`src/rtl/imm_encoder.sv`:
```
// RISC-V immediate encoder: merges an immediate into a base instruction word,
// flags immediates that do not fit the selected format, and buffers results in a 2-deep FIFO.
module imm_encoder #(
  parameter int DATA_WIDTH = 32
) (
  input  logic                  clk,
  input  logic                  rst,
  input  logic                  in_valid,
  output logic                  in_ready,
  input  logic [2:0]            ImmSrc,
  input  logic [DATA_WIDTH-1:0] imm,
  input  logic [31:0]           base_instr,
  output logic                  out_valid,
  input  logic                  out_ready,
  output logic [DATA_WIDTH-1:0] instr_out,
  output logic                  imm_err,
  output logic [15:0]           err_count
);

  localparam logic [2:0] SRC_I = 3'b000;
  localparam logic [2:0] SRC_S = 3'b001;
  localparam logic [2:0] SRC_B = 3'b010;
  localparam logic [2:0] SRC_U = 3'b011;
  localparam logic [2:0] SRC_J = 3'b100;

  logic [DATA_WIDTH-1:0] enc_word;
  logic                  enc_err;
  logic [DATA_WIDTH-1:0] sext12;
  logic [DATA_WIDTH-1:0] sext13;
  logic [DATA_WIDTH-1:0] sext21;

  assign sext12 = {{(DATA_WIDTH-12){imm[11]}}, imm[11:0]};
  assign sext13 = {{(DATA_WIDTH-13){imm[12]}}, imm[12:0]};
  assign sext21 = {{(DATA_WIDTH-21){imm[20]}}, imm[20:0]};

  // Unused ImmSrc codes fall into the I-type branch.
  always_comb begin
    enc_word = base_instr;
    enc_err  = 1'b0;
    case (ImmSrc)
      SRC_S: begin
        enc_word[31:25] = imm[11:5];
        enc_word[11:7]  = imm[4:0];
        enc_err         = (imm != sext12);
      end
      SRC_B: begin
        enc_word[31]    = imm[12];
        enc_word[30:25] = imm[10:5];
        enc_word[11:8]  = imm[4:1];
        enc_word[7]     = imm[11];
        enc_err         = imm[0] || (imm != sext13);
      end
      SRC_U: begin
        enc_word[31:12] = imm[31:12];
        enc_err         = (imm[11:0] != 12'd0);
      end
      SRC_J: begin
        enc_word[31]    = imm[20];
        enc_word[30:21] = imm[10:1];
        enc_word[20]    = imm[11];
        enc_word[19:12] = imm[19:12];
        enc_err         = imm[0] || (imm != sext21);
      end
      default: begin
        enc_word[31:20] = imm[11:0];
        enc_err         = (imm != sext12);
      end
    endcase
  end

  logic [DATA_WIDTH-1:0] word_q [2];
  logic                  err_q  [2];
  logic                  wr_ptr;
  logic                  rd_ptr;
  logic [1:0]            count;
  logic [1:0]            count_next;
  logic                  push;
  logic                  pop;

  assign push      = in_valid && in_ready;
  assign pop       = out_valid && out_ready;
  assign out_valid = (count != 2'd0);
  assign instr_out = word_q[rd_ptr];
  assign imm_err   = err_q[rd_ptr];

  always_comb begin
    count_next = count;
    case ({push, pop})
      2'b10:   count_next = count + 2'd1;
      2'b01:   count_next = count - 2'd1;
      default: count_next = count;
    endcase
  end

  // in_ready is registered from the next occupancy so it never depends on out_ready combinationally.
  always_ff @(posedge clk or posedge rst) begin
    if (rst) begin
      for (int i = 0; i < 2; i++) begin
        word_q[i] <= '0;
        err_q[i]  <= 1'b0;
      end
      wr_ptr    <= 1'b0;
      rd_ptr    <= 1'b0;
      count     <= 2'd0;
      in_ready  <= 1'b0;
      err_count <= 16'd0;
    end else begin
      if (push) begin
        word_q[wr_ptr] <= enc_word;
        err_q[wr_ptr]  <= enc_err;
        wr_ptr         <= ~wr_ptr;
      end
      if (pop) begin
        rd_ptr <= ~rd_ptr;
      end
      count    <= count_next;
      in_ready <= (count_next < 2'd2);
      if (push && enc_err && (err_count != 16'hFFFF)) begin
        err_count <= err_count + 16'd1;
      end
    end
  end

endmodule
```
`config.mk`:
```
export PLATFORM = sky130hd
export DESIGN_NAME = imm_encoder
export DESIGN_NICKNAME = d
export VERILOG_FILES = /design/src/rtl/imm_encoder.sv
export SDC_FILE = /design/constraint.sdc
export NUM_CORES = 1
export LEC_CHECK = 0
export ABC_AREA = 1
export BUFFER_PORTS_ARGS = -buffer_cell sky130_fd_sc_hd__buf_2
export CORE_MARGIN = 2
export CORE_UTILIZATION = 57
export CTS_CLUSTER_SIZE = 16
export DETAILED_ROUTE_END_ITERATION = 6
export PLACE_DENSITY = 0.85
export SLEW_MARGIN = 25
export SYNTH_ARGS = -nofsm -noshare
export SYNTH_HDL_FRONTEND = slang
export SYNTH_SLANG_ARGS = --single-unit
```
`constraint.sdc`:
```
create_clock -name clk -period 6.35 [get_ports clk]
set_input_delay 0.9525 -clock clk [delete_from_list [all_inputs] [get_ports clk]]
set_output_delay 0.9525 -clock clk [all_outputs]
set_load 0.05 [all_outputs]
```
======== Word level (Yosys, flattened, before mapping) ========
Cells that the tools add are included.
operators by class
  bitwise gates (word level) .............. 4
  div/mod/pow operators ................... 0
  $add $sub $neg .......................... 3
  multiply operators ...................... 0
  reductions and logical operators ........ 11
  multiplexer cells ....................... 18
  $lt $le $gt $ge ......................... 4
  shift-type cells ........................ 0
  eq/ne operators ......................... 10
operator list
  cell                     number
  $mux W32                 4
  $bwmux W64               1
  $demux W32 S1            1
  $pmux W7 S3              1
  $ne A20 B20 Y1           1
  $ne A19 B19 Y1           1
  $add A16 B1 Y16 const B  1
  $ne A16 B16 Y1 const B   1
  $pmux W5 S3              1
  $reduce_bool A12 Y1      1
  $ne A11 B11 Y1           1
  $pmux W5 S2              1
  $mux W8                  1
  $eq A3 B2 Y1 const B     2
  $logic_and A1 B1 Y1      5
  $ge A2 B2 Y1 const B     2
  $mux W1                  4
  $not A1 Y2               2
  $pmux W2 S2              1
  $reduce_or A2 Y1         2
  $eq A3 B1 Y1 const B     1
  $eq A3 B3 Y1 const B     1
  $pmux W1 S3              1
  $add A2 B1 Y2 const B    1
  other kinds (10)         12
word-level totals
  bits of input ports ..................... 71
  output and inout port bits .............. 51
  memory bits (read-only) ................. 0
  latch bits .............................. 0
  flip-flop bits (word level) ............. 87
  memory bits (writable) .................. 0
  memories kept ........................... 0
  logic and storage cells ................. 59

======== Longest topological paths before layout ========
Gate-level depths: netlist of run 1.
  word-level depth ........................ 6
  mapped depth ............................ 13
  gate-level depth less buffers ........... 12

======== Worst setup path after synthesis of run 1 ========
OpenSTA, ideal clock, no wires.
  kind .................................... flip-flop to output port
  from .................................... reg rd_ptr
  to ...................................... out imm_err
  setup slack ............................. 3.627 ns
  arrival time ............................ 1.771 ns
  data required time ...................... 5.398 ns
  cell stages (with the launch flop) ...... 4
  cell sequence ........................... dfrtp_1 clkbuf_1 clkbuf_1 o21ai_0
on the way
  word-level cells in the longest chain between the ends .. 4
RTL lines
  what                                         RTL line  text
  start: declaration                           74        logic rd_ptr;
  start signal: assignment                     114       rd_ptr <= ~rd_ptr;
  $not A1 Y2 (implied by the code)             84        assign imm_err = err_q[rd_ptr];
  $mux W1 (implied by the code) (3 in series)  84
  end: declaration                             16        output logic imm_err,
Every way passes these cells. The select of a mux whose other input is x is not followed.

======== Worst setup path after layout of run 1 ========
  from .................................... reg rd_ptr
  to ...................................... out instr_out[8]
on the way
  word-level cells in the longest chain between the ends .. 4
RTL lines
  what                                          RTL line  text
  $not A1 Y2 (implied by the code)              83        assign instr_out = word_q[rd_ptr];
  $mux W32 (implied by the code) (3 in series)  83
  end: declaration                              15        output logic [DATA_WIDTH-1:0] instr_out,
Every way passes these cells. The select of a mux whose other input is x is not followed.

==> impl_metrics.yaml, run 1 <==
setup_path:
  worstPathRequired_ns: 5.40
  worstPathCellList: "buf_4, clkinv_1, nand2_1, nand2_1, buf_2"
  critPathTopFamily: "buffers and inverters"
  critPathKind: "reg -> out"
  crit_path_start_kind: "register"
  r2r_cells: 9
  reg2reg_from: "err_count[0]"
  r2r_slack_ns: 4.01
  critPathSlowestCell: "clkinv_1"
  r2r-end: "err_count[7]"
  critPathBufInv: 3
  worst_ep_arrival_time_ns: 2.47
  crit_path_frequent_cell: "nand2_1"
  crit_path_max_incr_delay_ns: 0.79
  path_max_fanout: 42
  end_kind: "output port"
pwr:
  leakagePower_nw: 2.97
  intPower_mw: 1.25
  swShare_pct: 52.3
  power.share.clock_pct: 13.1
  ir_drop_v: 0.000211
  seqPwrFrac_pct: 34.2
  pwr-share-comb_pct: 52.7
  p_per_area_mw_per_mm2: 482
  p_sw_mw: 1.37
sta:
  clock.fmax_ghz: 0.292
  fin_skew_ns: 0.00991
  tns_ns: 0
  finalHoldViolations: 0
  post-route-period-util_pct: 54.0
  whs_ns: 0.490
  relSlewSlack_pct: 36.5
  setup_viol: 0
  tightest_slew_ns: 0.949
  drv_slew: 0
  fin_crit_ns: 3.43
  rsz0062_at_grt: "false"
clocking:
  hold_buffers: 0
  cts_tree: "yes"
  cts_post_setup_buffers_inserted: 0
  cts_root_buf: "clkbuf_8"
  cts_resized: 0
  h-tree-depth: 3
  cts_sinks: 87
  clk_pin_slew_ns: 0.09
  cts_buffer_depth: 2
  cts_buffers: 9
  clk_latency_ns: 0.35
layout:
  drive_above_1_share_pct: 20.4
  diodes: 0
  final_area_mm2: 0.00542
  seq_area_mm2: 0.00218
  syn_to_final_growth_pct: 17.8
  multiInputGateArea_mm2: 0.00218
  n_fill_cell: 663
  fin_nets: 788
floorplanning:
  core.rowCount: 32
  die_area_mm2: 0.00882
  core_area_mm2: 0.00777
  start_util_pct: 59.3
  ios: 122
  fp.dieW_um: 93.9
  die_height_um: 93.9
min_path:
  min_to: "word_q[58]"
  hp-class: "reg -> reg"
  worstHoldPathCells: 2
  hp-start: "word_q[58]"
global_route:
  grt_first_pass_wirelength_um: 18800
  grt_antenna_before_repair: 0
  overflow: 0
  grt_max_degree: 88
  grt_pass1_vias: 4068
  grt_use_total_pct: 27.3
route:
  via_count: 4486
  firstDrtPassIters: 5
  drt-initial-drc-count: 330
  ant_nets: 0
  drc_errors: 0
  avgViaCountPerCell: 5.46
  wl_per_cell_um: 14.2
  wl_um: 11700
synthesis:
  synthAdderAreaFrac_pct: 0.543
  ys_ff_latch: 87
  syn_nets: 681
  ys_seq_area_share_pct: 47.3
  synth_top_family_by_area: "simple AND/OR/NAND/NOR gates"
  syn_avg_cell_area_um2: 7.58
  synth_cells: 608
  synth_xor_area_share_pct: 3.23
  synth-simple-area-share_pct: 30.0
  ys_types: 31
  syn_area_mm2: 0.00461
  synth_compound_area_share_pct: 10.1
  synth.area.mux_share_pct: 3.48
  ys_warn_count: 0
place:
  portBuffers: 114
  dp_hpwl_um: 8300
  place_area_mm2: 0.00525
  gp_congestion: 0.999
job:
  maxCapViolations: 0
run_status:
  status: "completed"
-- how the worst max path moves through the flow --
stage	startpoint	end	slack, ns	cells after the start
5_1_grt	rd_ptr	instr_out[26]	2.74	5
3_5_place_dp	rd_ptr	instr_out[26]	3.30	5
6_report	rd_ptr	instr_out[8]	2.92	5
2_1_floorplan	rst	count[0]	3.15	1
3_3_place_gp	rd_ptr	instr_out[26]	3.30	5
4_1_cts	rd_ptr	instr_out[8]	2.87	5
-- routing by layer --
layer	wire [um]	GRT usage, %	vias up
li1	-	-	2161
met1	5170	38.4	2097
met2	5470	44.2	203
met3	768	3.05	25
met4	278	9.78	0
met5	0	0	-
-- kinds of logic after synthesis --
family | count (synthesis)
simple gates | 334
mux | 16
buf+inv | 64
xor+xnor | 17
fa+ha+maj | 2
flops | 87
compound gates | 88
-- placed cells by master (no fill, tap or decap), drive strengths merged --
master,count
nand3b,1
nor3,8
nor4,4
a22oi,4
xor2,11
clkinvlp,3
clkinv,4
dfrtp,87
a21oi,6
o22ai,2
or2,1
nand3,34
clkbuf,10
o21a,1
o21ai,74
xnor2,6
nor2,27
buf,118
o221ai,1
nand2,256
nand4,3
ha,2
inv,41
mux2i,16
-- worst register-to-register path, delay by kind of cell (launching register included) --
kind | cells | cell delay (ns)
simple gates | 7 | 0.86
compound gates | 1 | 0.67
flops | 1 | 0.44
fa+ha+maj | 1 | 0.26
-- registers in the layout, summed over array words and instances (netlist names) --
signal,cells
count,2
err_count,16
err_q,2
in_ready,1
rd_ptr,1
word_q,64
wr_ptr,1
-- final cells by class --
type	instances	share of cell area, %
clock inverter	6	0.830
multi-input combinational	457	40.3
tap	102	2.35
timing repair buffer	118	11.1
inverter	42	2.93
sequential	87	40.1
clock buffer	10	2.35
-- per-stage QoR --
stage          worst slack [ns]  cells  power [mW]  util [%]
2_1_floorplan              3.15    608        1.95         -
3_3_place_gp               3.30    806        2.24      67.6
3_5_place_dp               3.30    806        2.28      67.6
4_1_cts                    2.87    822        2.62      69.8
5_1_grt                    2.74    822        2.78      69.8
6_report                   2.92    822        2.62      69.8
-- power by group through the flow --
| stage | combinational [mW] | clock, mW | sequential, mW |
|---|---|---|---|
| final | 1.38 | 0.342 | 0.896 |
| after detailed placement | 1.38 | 0 | 0.904 |
| after floorplan | 1.02 | 0 | 0.930 |
| after global placement | 1.35 | 0 | 0.891 |
| after global routing | 1.49 | 0.368 | 0.922 |
| after CTS | 1.38 | 0.347 | 0.894 |
-- cell usage after synthesis, drive strengths merged --
| library cell | count | area share (%) |
|---|---|---|
| a21oi | 6 | 0.73 |
| a22oi | 4 | 0.65 |
| buf | 3 | 0.46 |
| clkbuf | 19 | 1.5 |
| clkinv | 1 | 0.081 |
| dfrtp | 87 | 47 |
| ha | 2 | 0.54 |
| inv | 41 | 3.3 |
| mux2i | 16 | 3.5 |
| nand2 | 256 | 21 |
| nand3 | 34 | 3.7 |
| nand3b | 1 | 0.24 |
| nand4 | 3 | 0.41 |
| nor2 | 27 | 2.3 |
| nor3 | 8 | 1.5 |
| nor4 | 4 | 0.54 |
| o21a | 1 | 0.16 |
| o21ai | 74 | 8.0 |
| o221ai | 1 | 0.19 |
| o22ai | 2 | 0.27 |
| or2 | 1 | 0.14 |
| xnor2 | 6 | 1.1 |
| xor2 | 11 | 2.1 |
Power figures use the tool's default switching activity.
==> run 2, diff against run 1 <==
Settings changed: CORE_UTILIZATION 57 to 48, PLACE_DENSITY 0.85 to 0.77.
Clock period 6.35 ns to 3 ns, I/O delays scaled along.
==> impl_metrics.yaml, run 2 (same netlist as run 1, synthesis figures left out) <==
route:
  firstDrtPassIters: 5
  avgViaCountPerCell: 5.22
  wl_um: 11700
  drt-initial-drc-count: 308
  via_count: 4439
  ant_nets: 0
  wl_per_cell_um: 13.8
  drc_errors: 0
global_route:
  grt_pass1_vias: 3991
  overflow: 0
  grt_use_total_pct: 23.4
  grt_first_pass_wirelength_um: 19100
  grt_antenna_before_repair: 0
  grt_max_degree: 45
clocking:
  cts_buffers: 9
  cts_sinks: 87
  cts_root_buf: "clkbuf_8"
  cts_post_setup_buffers_inserted: 0
  cts_resized: 0
  clk_latency_ns: 0.36
  cts_buffer_depth: 2
  hold_buffers: 0
  clk_pin_slew_ns: 0.08
  cts_tree: "yes"
  h-tree-depth: 3
setup_path:
  r2r_slack_ns: 1.00
  reg2reg_from: "err_count[0]"
  r2r_cells: 9
  crit_path_start_kind: "register"
  path_max_fanout: 26
  worst_ep_arrival_time_ns: 1.93
  r2r-end: "err_count[4]"
  crit_start: "rd_ptr"
  critPathKind: "reg -> out"
  worstPathRequired_ns: 2.55
  end_kind: "output port"
layout:
  diodes: 0
  syn_to_final_growth_pct: 20.8
  final_area_mm2: 0.00557
  final_cell_mix: "nand2_1, buf_2, dfrtp_1"
  largest_register_ffs: 64
  n_fill_cell: 878
  largest_register: "word_q"
  fin_nets: 790
  largestRegisters: "word_q: 64 flops, err_count: 16 flops"
  mostFrequentLayoutCell: "nand2_1"
  drive_above_1_share_pct: 20.8
sta:
  tightest_slew_ns: 0.828
  clock.fmax_ghz: 0.420
  post-route-period-util_pct: 79.3
  drv_slew: 0
  fin_crit_ns: 2.38
  rsz0062_at_grt: "false"
  finalHoldViolations: 0
  setup_viol: 0
  tns_ns: 0
  relSlewSlack_pct: 44.5
  fin_skew_ns: 0.0140
floorplanning:
  die_height_um: 102
  ios: 122
  fp.dieW_um: 102
  start_util_pct: 49.6
  core_area_mm2: 0.00928
  core.rowCount: 35
  die_area_mm2: 0.0104
min_path:
  hp-class: "in -> async"
place:
  place_area_mm2: 0.00532
  dp_hpwl_um: 8380
  gp_congestion: 0.908
  portBuffers: 114
pwr:
  leakagePower_nw: 3.03
  power_mw: 5.80
  ir_drop_v: 0.000623
  p_per_area_mw_per_mm2: 1040
run_status:
  status: "completed"
job:
  maxCapViolations: 0
run 2: metrics by stage:
stage / cells / hold WS [ns] / util [%] / setup slack, ns
6_report: 851 / 0.195 / 59.9 / 0.622
5_1_grt: 851 / 0.242 / 59.9 / 0.431
4_1_cts: 851 / 0.223 / 59.9 / 0.575
3_5_place_dp: 835 / 0.470 / 57.3 / 0.918
3_3_place_gp: 835 / 0.462 / 57.3 / 0.973
2_1_floorplan: 608 / 0.449 / - / 0.300
run 2: worst max path at each step:
stage,endpoint,slack [ns],cells past startpoint
after floorplan,count[0],0.30,1
after global placement,word_q[17],0.97,7
after detailed placement,word_q[47],0.92,7
after CTS,instr_out[11],0.57,4
after global routing,instr_out[25],0.43,4
final,instr_out[8],0.62,4
run 2: routing by layer:
layer  up-vias  track usage (%)  wire (um)
li1       2167                -          -
met1      2090             35.0       5570
met2       157             34.7       5290
met3        25             4.04        663
met4         0             7.90        229
met5         -                0          0
run 2: power by group:
group          switching, mW  internal (mW)
logic                   2.22          0.709
clock network          0.422          0.556
registers              0.254           1.64
run 2: final cells by class:
class | count | area (um2) | share of cell area (%)
multi-input combinational | 457 | 2180 | 39.2
clock inverter | 7 | 120 | 2.16
tap | 129 | 161 | 2.90
sequential | 87 | 2180 | 39.1
inverter | 42 | 159 | 2.86
timing repair buffer | 120 | 641 | 11.5
clock buffer | 9 | 124 | 2.23
run 2: worst max-delay path: stages (launching register included):
cell      delay [ns]
dfrtp_1         0.36
clkinv_1        0.65
nand2_1         0.25
nand2_1         0.10
buf_2           0.22
==> run 3, diff against run 2 <==
Settings changed: CORE_UTILIZATION 48 to 53, PLACE_DENSITY 0.77 to 0.8.
Clock period 3 ns to 2.45 ns, I/O delays scaled along.
==> impl_metrics.yaml, run 3 (same netlist as run 1, synthesis figures left out) <==
sta:
  tns_ns: 0
  rsz0062_at_grt: "false"
  post-route-period-util_pct: 84.5
  fin_skew_ns: 0.00973
  tightest_slew_ns: 0.712
  fin_crit_ns: 2.07
  fin_ws_ns: 0.380
  finalHoldViolations: 0
  whs_ns: 0.105
  drv_slew: 0
  clock.fmax_ghz: 0.483
  relSlewSlack_pct: 52.4
  setup_viol: 0
clocking:
  cts_tree: "yes"
  clk_latency_ns: 0.37
  clk_pin_slew_ns: 0.09
  cts_resized: 0
  h-tree-depth: 3
  cts_buffers: 9
  cts_buffer_depth: 2
  cts_sinks: 87
  hold_buffers: 0
  cts_root_buf: "clkbuf_8"
  cts_post_setup_buffers_inserted: 0
floorplanning:
  core_area_mm2: 0.00859
  die_height_um: 97.2
  fp.dieW_um: 97.2
  ios: 122
  start_util_pct: 53.6
  core.rowCount: 34
  die_area_mm2: 0.00945
global_route:
  grt_pass1_vias: 4101
  globalRouteMet2Util_pct: 42.1
  overflow: 0
  grt_antenna_before_repair: 0
  busiest_layer: "met2"
  met3_usage_pct: 5.40
  grt_use_total_pct: 26.3
  grtUsageMet1_pct: 36.6
  grt_first_pass_wirelength_um: 20100
  grt_max_degree: 52
setup_path:
  critPathKind: "reg -> out"
  end_kind: "output port"
  worstPathRequired_ns: 2.08
  worst_ep_arrival_time_ns: 1.70
  crit_path_start_kind: "register"
  path_max_fanout: 18
run_status:
  status: "completed"
place:
  gp_congestion: 0.946
  place_ws_ns: 0.471
  dp_hpwl_um: 8790
  portBuffers: 114
layout:
  syn_to_final_growth_pct: 20.3
  final_cell_mix: "nand2_1, buf_2, dfrtp_1"
  largest_register: "word_q"
  seq_area_mm2: 0.00218
  largestRegisters: "word_q: 64 flops, err_count: 16 flops"
  largest_register_ffs: 64
  fin_nets: 794
  mostFrequentLayoutCell: "nand2_1"
  multiInputGateArea_mm2: 0.00218
  n_fill_cell: 760
  diodes: 0
  drive_above_1_share_pct: 21.2
pwr:
  swShare_pct: 51.1
  p_sw_mw: 3.61
  pwr-share-comb_pct: 51.4
  seqPwrFrac_pct: 33.0
  leakagePower_nw: 3.03
  intPower_mw: 3.45
  power.share.clock_pct: 15.5
  p_per_area_mw_per_mm2: 1270
  ir_drop_v: 0.000518
  power_mw: 7.06
route:
  wl_per_cell_um: 14.6
  drt-initial-drc-count: 410
  avgViaCountPerCell: 5.39
  via_count: 4495
  firstDrtPassIters: 7
  drc_errors: 0
  ant_nets: 0
  wl_um: 12200
min_path:
  hp-class: "in -> async"
job:
  maxCapViolations: 0
## run 3: layer usage
metal	vias up	wire [um]
li1	2174	-
met1	2105	5190
met2	191	5900
met3	25	860
met4	0	237
met5	-	0
## run 3: area by class of cell
| type | instances | area share, % |
|---|---|---|
| Tap cell | 108 | 2.44 |
| Clock buffer | 11 | 2.73 |
| Clock inverter | 5 | 1.15 |
| Multi-Input combinational cell | 457 | 39.4 |
| Timing Repair Buffer | 124 | 12.1 |
| Inverter | 42 | 2.91 |
| Sequential cell | 87 | 39.3 |
## run 3: worst max-delay path: stages (launching register included)
cell      delay (ns)
dfrtp_1         0.38
clkinv_1        0.33
buf_12          0.28
nand2_1         0.06
nand2_1         0.07
buf_2           0.22
## run 3: worst paths after layout
check,startpoint,endpoint,slack [ns],cells after the start
max,rd_ptr,instr_out[30],0.38,5
min,rst,err_count[7],0.10,2
max reg2reg,err_count[0],err_count[8],0.49,9
min reg2reg,word_q[24],word_q[24],0.49,2
max in group asynchronous,rst,word_q[58],1.71,3
min in group clk,base_instr[2],word_q[34],0.27,3
## run 3: metrics by stage
step	util, %	cell area [um2]	instances
after global routing	64.5	5540	834
after CTS	64.5	5540	834
final	64.5	5540	834
after floorplan	-	4610	608
after detailed placement	62.0	5330	818
after global placement	62.0	5330	818
## run 3: power groups by stage
stage / Sequential (mW) / Combinational, mW / Clock, mW
after detailed placement: 2.35 / 3.63 / 0
after global routing: 2.39 / 3.93 / 1.15
after global placement: 2.32 / 3.55 / 0
final: 2.33 / 3.63 / 1.10
after floorplan: 2.41 / 2.64 / 0
after CTS: 2.33 / 3.65 / 1.11
